===== src/rtl/uar_frame_rx.sv =====
// UART frame receiver: oversampled, majority-voted bytes packed into a wide frame
// that closes on an idle gap or when full, handed off over valid/ready.
module uar_frame_rx #(
  parameter int unsigned CLK_HZ       = 100_000_000,
  parameter int unsigned BAUD_RATE    = 9600,
  parameter int unsigned SAMP_PER_BIT = 16,
  parameter int unsigned MAX_BYTES    = 21,
  parameter int unsigned IDLE_CLKS    = 200_000
) (
  input  logic                           clk_in,
  input  logic                           rst_in,
  input  logic                           sig_in,
  output logic [8*MAX_BYTES-1:0]         data_out,
  output logic [$clog2(MAX_BYTES+1)-1:0] frame_bytes,
  output logic                           frame_valid,
  input  logic                           frame_ready,
  output logic                           frame_err,
  output logic                           overrun,
  output logic                           busy
);

  localparam int unsigned CLK_PER_SAMP = CLK_HZ / BAUD_RATE / SAMP_PER_BIT;
  localparam int unsigned FBW = $clog2(MAX_BYTES + 1);
  localparam int unsigned SCW = (CLK_PER_SAMP > 1) ? $clog2(CLK_PER_SAMP) : 1;
  localparam int unsigned TCW = $clog2(SAMP_PER_BIT);
  localparam int unsigned M   = SAMP_PER_BIT / 2;
  localparam int unsigned IDW = ($clog2(IDLE_CLKS + 1) > 32) ? $clog2(IDLE_CLKS + 1) : 32;
  localparam logic [FBW-1:0] LAST_IDX = FBW'(MAX_BYTES - 1);

  typedef enum logic [2:0] {IDLE_WAIT, ARMED, START, DATA, STOP} state_t;

  state_t state, state_nx;

  logic                   sync_m, sync, sync_d;
  logic [SCW-1:0]         samp_cnt;
  logic [TCW-1:0]         tick_cnt;
  logic [IDW-1:0]         idle_cnt;
  logic                   v0, v1;
  logic [7:0]             shreg;
  logic [2:0]             bit_cnt;
  logic [8*MAX_BYTES-1:0] asm_buf;
  logic [FBW-1:0]         byte_cnt;
  logic                   close_pend;

  logic fall, tick, in_bit, vote_ev, vote, idle_done;
  logic stop_ok, stop_bad, arm_now, close_gap, close_full;

  always_ff @(posedge clk_in) begin
    if (rst_in) begin
      sync_m <= 1'b1;
      sync   <= 1'b1;
      sync_d <= 1'b1;
    end else begin
      sync_m <= sig_in;
      sync   <= sync_m;
      sync_d <= sync;
    end
  end

  // Vote is resolved on the tick that takes sample M+1; M-1 and M are held in v0/v1.
  assign fall      = sync_d & ~sync;
  assign tick      = (samp_cnt == SCW'(CLK_PER_SAMP - 1));
  assign in_bit    = (state == START) || (state == DATA) || (state == STOP);
  assign vote_ev   = in_bit && tick && (tick_cnt == TCW'(M));
  assign vote      = (v0 & v1) | (v0 & sync) | (v1 & sync);
  assign idle_done = sync && (idle_cnt >= IDW'(IDLE_CLKS - 1));

  always_ff @(posedge clk_in) begin
    if (rst_in) state <= IDLE_WAIT;
    else        state <= state_nx;
  end

  always_comb begin
    state_nx = state;
    case (state)
      IDLE_WAIT: if (idle_done) state_nx = ARMED;
      ARMED:     if (fall) state_nx = START;
      START:     if (vote_ev) state_nx = vote ? ARMED : DATA;
      DATA:      if (vote_ev && bit_cnt == 3'd7) state_nx = STOP;
      STOP:      if (vote_ev) state_nx = vote ? ARMED : IDLE_WAIT;
      default:   state_nx = IDLE_WAIT;
    endcase
  end

  always_comb begin
    busy       = in_bit;
    stop_ok    = (state == STOP) && vote_ev && vote;
    stop_bad   = (state == STOP) && vote_ev && !vote;
    arm_now    = (state == IDLE_WAIT) && idle_done;
    close_gap  = (state == ARMED) && !fall && (byte_cnt != '0) && idle_done && !close_pend;
    close_full = stop_ok && (byte_cnt == LAST_IDX);
  end

  always_ff @(posedge clk_in) begin
    if (rst_in) begin
      samp_cnt <= '0;
      tick_cnt <= '0;
    end else if (state == ARMED && fall) begin
      samp_cnt <= '0;
      tick_cnt <= '0;
    end else begin
      samp_cnt <= tick ? '0 : samp_cnt + 1'b1;
      if (tick && in_bit)
        tick_cnt <= (tick_cnt == TCW'(SAMP_PER_BIT - 1)) ? '0 : tick_cnt + 1'b1;
    end
  end

  always_ff @(posedge clk_in) begin
    if (rst_in) begin
      idle_cnt    <= '0;
      v0          <= 1'b0;
      v1          <= 1'b0;
      shreg       <= '0;
      bit_cnt     <= '0;
      asm_buf     <= '0;
      byte_cnt    <= '0;
      close_pend  <= 1'b0;
      data_out    <= '0;
      frame_bytes <= '0;
      frame_valid <= 1'b0;
      frame_err   <= 1'b0;
      overrun     <= 1'b0;
    end else begin
      frame_err  <= 1'b0;
      overrun    <= 1'b0;
      close_pend <= close_gap | close_full;

      if (!sync || in_bit || arm_now || close_gap) idle_cnt <= '0;
      else if (idle_cnt != '1)                     idle_cnt <= idle_cnt + 1'b1;

      if (tick && tick_cnt == TCW'(M - 2)) v0 <= sync;
      if (tick && tick_cnt == TCW'(M - 1)) v1 <= sync;

      if (state == START) bit_cnt <= '0;
      if (vote_ev && state == DATA) begin
        shreg   <= {vote, shreg[7:1]};
        bit_cnt <= bit_cnt + 1'b1;
      end

      if (stop_ok) begin
        for (int unsigned k = 0; k < MAX_BYTES; k++)
          if (byte_cnt == FBW'(k)) asm_buf[8*k +: 8] <= shreg;
        byte_cnt <= byte_cnt + 1'b1;
      end
      if (stop_bad) begin
        frame_err <= 1'b1;
        asm_buf   <= '0;
        byte_cnt  <= '0;
      end

      // A closing frame either replaces the output (free or accepted this cycle) or is dropped.
      if (close_pend) begin
        asm_buf  <= '0;
        byte_cnt <= '0;
        if (frame_valid && !frame_ready) begin
          overrun <= 1'b1;
        end else begin
          data_out    <= asm_buf;
          frame_bytes <= byte_cnt;
          frame_valid <= 1'b1;
        end
      end else if (frame_valid && frame_ready) begin
        frame_valid <= 1'b0;
      end
    end
  end

endmodule


===== config.mk =====
export PLATFORM = sky130hd
export DESIGN_NAME = uar_frame_rx
export DESIGN_NICKNAME = d
export VERILOG_FILES = /design/src/rtl/uar_frame_rx.sv
export SDC_FILE = /design/constraint.sdc
export NUM_CORES = 1
export LEC_CHECK = 0
export CELL_PAD_IN_SITES_DETAIL_PLACEMENT = 0
export CELL_PAD_IN_SITES_GLOBAL_PLACEMENT = 1
export CORE_ASPECT_RATIO = 1.25
export CORE_MARGIN = 10
export CORE_UTILIZATION = 42
export DETAILED_ROUTE_END_ITERATION = 12
export GPL_TIMING_DRIVEN = 0
export PLACE_DENSITY = 0.82
export SKIP_CTS_REPAIR_TIMING = 1
export SLEW_MARGIN = 20
export SYNTH_ARGS = -nofsm -noshare
export SYNTH_HDL_FRONTEND = slang
export SYNTH_SLANG_ARGS = --single-unit

===== constraint.sdc =====
create_clock -name clk_in -period 2.4 [get_ports clk_in]
set_input_delay 0.36 -clock clk_in [delete_from_list [all_inputs] [get_ports clk_in]]
set_output_delay 0.36 -clock clk_in [all_outputs]
set_load 0.05 [all_outputs]

==> results.json <==
{
  "crit_chain": "inv_1 > ha_1 > and3b_1 > nand4_4 > buf_6 > nor4_4 > mux2i_1 > nor2_2",
  "yosys-top-cells-area": "dfxtp_1 52%, nand2_1 10%, mux2i_1 9.4%, a21oi_1 7.5%, nor2_1 3.3%",
  "grt_pass1_vias": 12700,
  "slew_viol_final": 0,
  "cts_buffers": 41,
  "postLayoutCoreUtil_pct": 53.7,
  "cts_tree": "yes",
  "antenna_found_initial": 0,
  "tightest_slew_ns": 0.917,
  "min_from": "sync_m$_SDFF_PP1_",
  "worstPathRequired_ns": 2.84,
  "chipWidth_um": 194,
  "ctsHtreeMaxLevel": 2,
  "grtUsageTotal_pct": 18.1,
  "synth_cell_types": 56,
  "initial_core_util_pct": 42.6,
  "dp_cells": 2464,
  "path_class": "flop to flop",
  "path_delay_family": "simple AND/OR/NAND/NOR gates",
  "place_area_um2": 18300,
  "first_iter_violations": 735,
  "run_status": "complete, no violations",
  "grt_pass1_wl_um": 69200,
  "io_pins": 181,
  "peakVddDrop_mv": 0.467,
  "tns_ns": 0,
  "diodes": 0,
  "cp-start-kind": "flop",
  "synthesis.nets": 1815,
  "critical_path.max_fanout": 10,
  "cp.arrival_ns": 2.72,
  "slew_headroom_pct": 38.8,
  "fillCellCount": 3494,
  "crit_buf_inv": 2,
  "instances_no_fill": 2544,
  "cts_max_path_buffers": 3,
  "cts_root_buf": "clkbuf_16",
  "dp_hpwl_um": 31500,
  "synth_common_cells": "442 x nand2_1, 415 x dfxtp_1, 240 x a21oi_1, 149 x mux2i_1, 140 x nor2_1",
  "vias_per_cell": 5.08,
  "area_growth_pct": 25.9,
  "cap_violations": 0,
  "path_clk_slew_ns": 0.07,
  "yosys_warnings": 0,
  "max_stage_delay_ns": 0.61,
  "yosysTopAreaCell": "dfxtp_1",
  "fin_crit_sh_pct": 95.1,
  "fin_skew_ns": 0.0182,
  "drive_gt1_share_pct": 10.3,
  "rows": 79,
  "slowest_stage": "nor4_4",
  "p_leak_nw": 6.80,
  "yosysMostFrequentCell": "nand2_1",
  "min_path_type": "flop to flop",
  "drtPass1Iterations": 5,
  "portBuffers": 180,
  "syn_inst": 1798,
  "die_height_um": 238,
  "ys_async_sr_fraction_pct": 0,
  "final_hold_viol_count": 0,
  "ys_seq_area_share_pct": 52.2,
  "synth_edf_count": 0,
  "fmax_ghz": 0.438,
  "setup_ws_ns": 0.118,
  "ys_ff_latch": 415,
  "holdWs_ns": 0.410,
  "yosysTopAreaCellShare_pct": 52.2,
  "synthesis.area_um2": 15900,
  "dieArea_um2": 46200,
  "synth_area_per_cell_um2": 8.86,
  "crit_path_start": "samp_cnt[0]$_SDFF_PP0_",
  "drtAntennaViolNets": 0,
  "p_per_area_nw_per_um2": 702,
  "power_mw": 14.1,
  "stdcell_area_um2": 20100,
  "gp_congestion": 0.865,
  "routed_wirelength_um": 44100,
  "dp_worst_setup_slack_ns": -0.530,
  "reg2reg_setup_slack_ns": 0.12,
  "cts.sinks": 415,
  "routedWlPerCell_um": 17.3,
  "fin_crit_ns": 2.28,
  "final_nets": 2042,
  "insertion_delay_ns": 0.55,
  "synthFlopType": "dfxtp_1",
  "gr-total-overflow": 0,
  "grt_start_max_net_pins": 16,
  "drc": 0,
  "r2r-start": "samp_cnt[0]$_SDFF_PP0_",
  "core_um2": 37400,
  "setup_viol": 0,
  "crit_path_end_kind": "flop",
  "routed-via-count": 12900
}
cell usage in the layout, fill, tap and decap left out, drive strengths merged, types with 18 or more instances in the layout:
cell           instances
nor4                  24
clkdlybuf4s50        179
nor2                 189
dfxtp                415
nand2                443
a21oi                240
nand3                 29
buf                   30
inv                   18
clkbuf               155
mux2i                149
state kept, by name, indices dropped and copies added (netlist names), 3 cells and up:
signal,count
asm_buf,168
bit_cnt,3
byte_cnt,5
data_out,168
frame_bytes,5
idle_cnt,32
samp_cnt,10
shreg,8
state,3
tick_cnt,4
layout make-up:
| class | instances | area (um2) | area share, % |
|---|---|---|---|
| clock buffers | 57 | 1240 | 6.18 |
| repair buffers | 188 | 1960 | 9.77 |
| multi-input cells | 1245 | 7110 | 35.5 |
| inverters | 15 | 56.3 | 0.281 |
| plain buffers | 119 | 520 | 2.60 |
| clock inverters | 19 | 250 | 1.25 |
| well taps | 486 | 608 | 3.03 |
| flip-flops and latches | 415 | 8310 | 41.4 |
logic make-up after synthesis:
kind of cell | Yosys count | share of synthesized area (%)
AOI/OAI and AO/OA | 277 | 9.22
buffers and inverters | 138 | 3.56
muxes | 149 | 9.37
adders and majority gates | 14 | 1.09
xor gates and xnor gates | 19 | 1.05
and+or+nand+nor | 786 | 23.5
DFF | 415 | 52.2
worst register-to-register path: stages, from the launching register on:
cell and delay (ns):
dfxtp_1 0.35, inv_1 0.07, ha_1 0.14, and3b_1 0.25, nand4_4 0.16, buf_6 0.22
nor4_4 0.61, mux2i_1 0.32, nor2_2 0.05
metal layers:
layer	wire length (um)	GRT usage, %	vias to the layer above
met4	973	5.28	0
met3	2420	3.70	70
met2	21800	31.8	297
met1	18900	21.9	6083
li1	-	-	6461
met5	0	0	-
power by group:
| part | switching (mW) | internal, mW | total, mW |
|---|---|---|---|
| Combinational | 0.154 | 0.0425 | 0.197 |
| Clock | 2.79 | 4.18 | 6.97 |
| Sequential | 0.0121 | 6.90 | 6.91 |
final timing paths:
kind / to / depth (start not counted)
max reg2reg: asm_buf[93]$_SDFFE_PP0P_ / 8
min reg2reg: sync$_SDFF_PP1_ / 1
min: sync$_SDFF_PP1_ / 1
max: asm_buf[93]$_SDFFE_PP0P_ / 8
(Power assumes the default switching activity.)
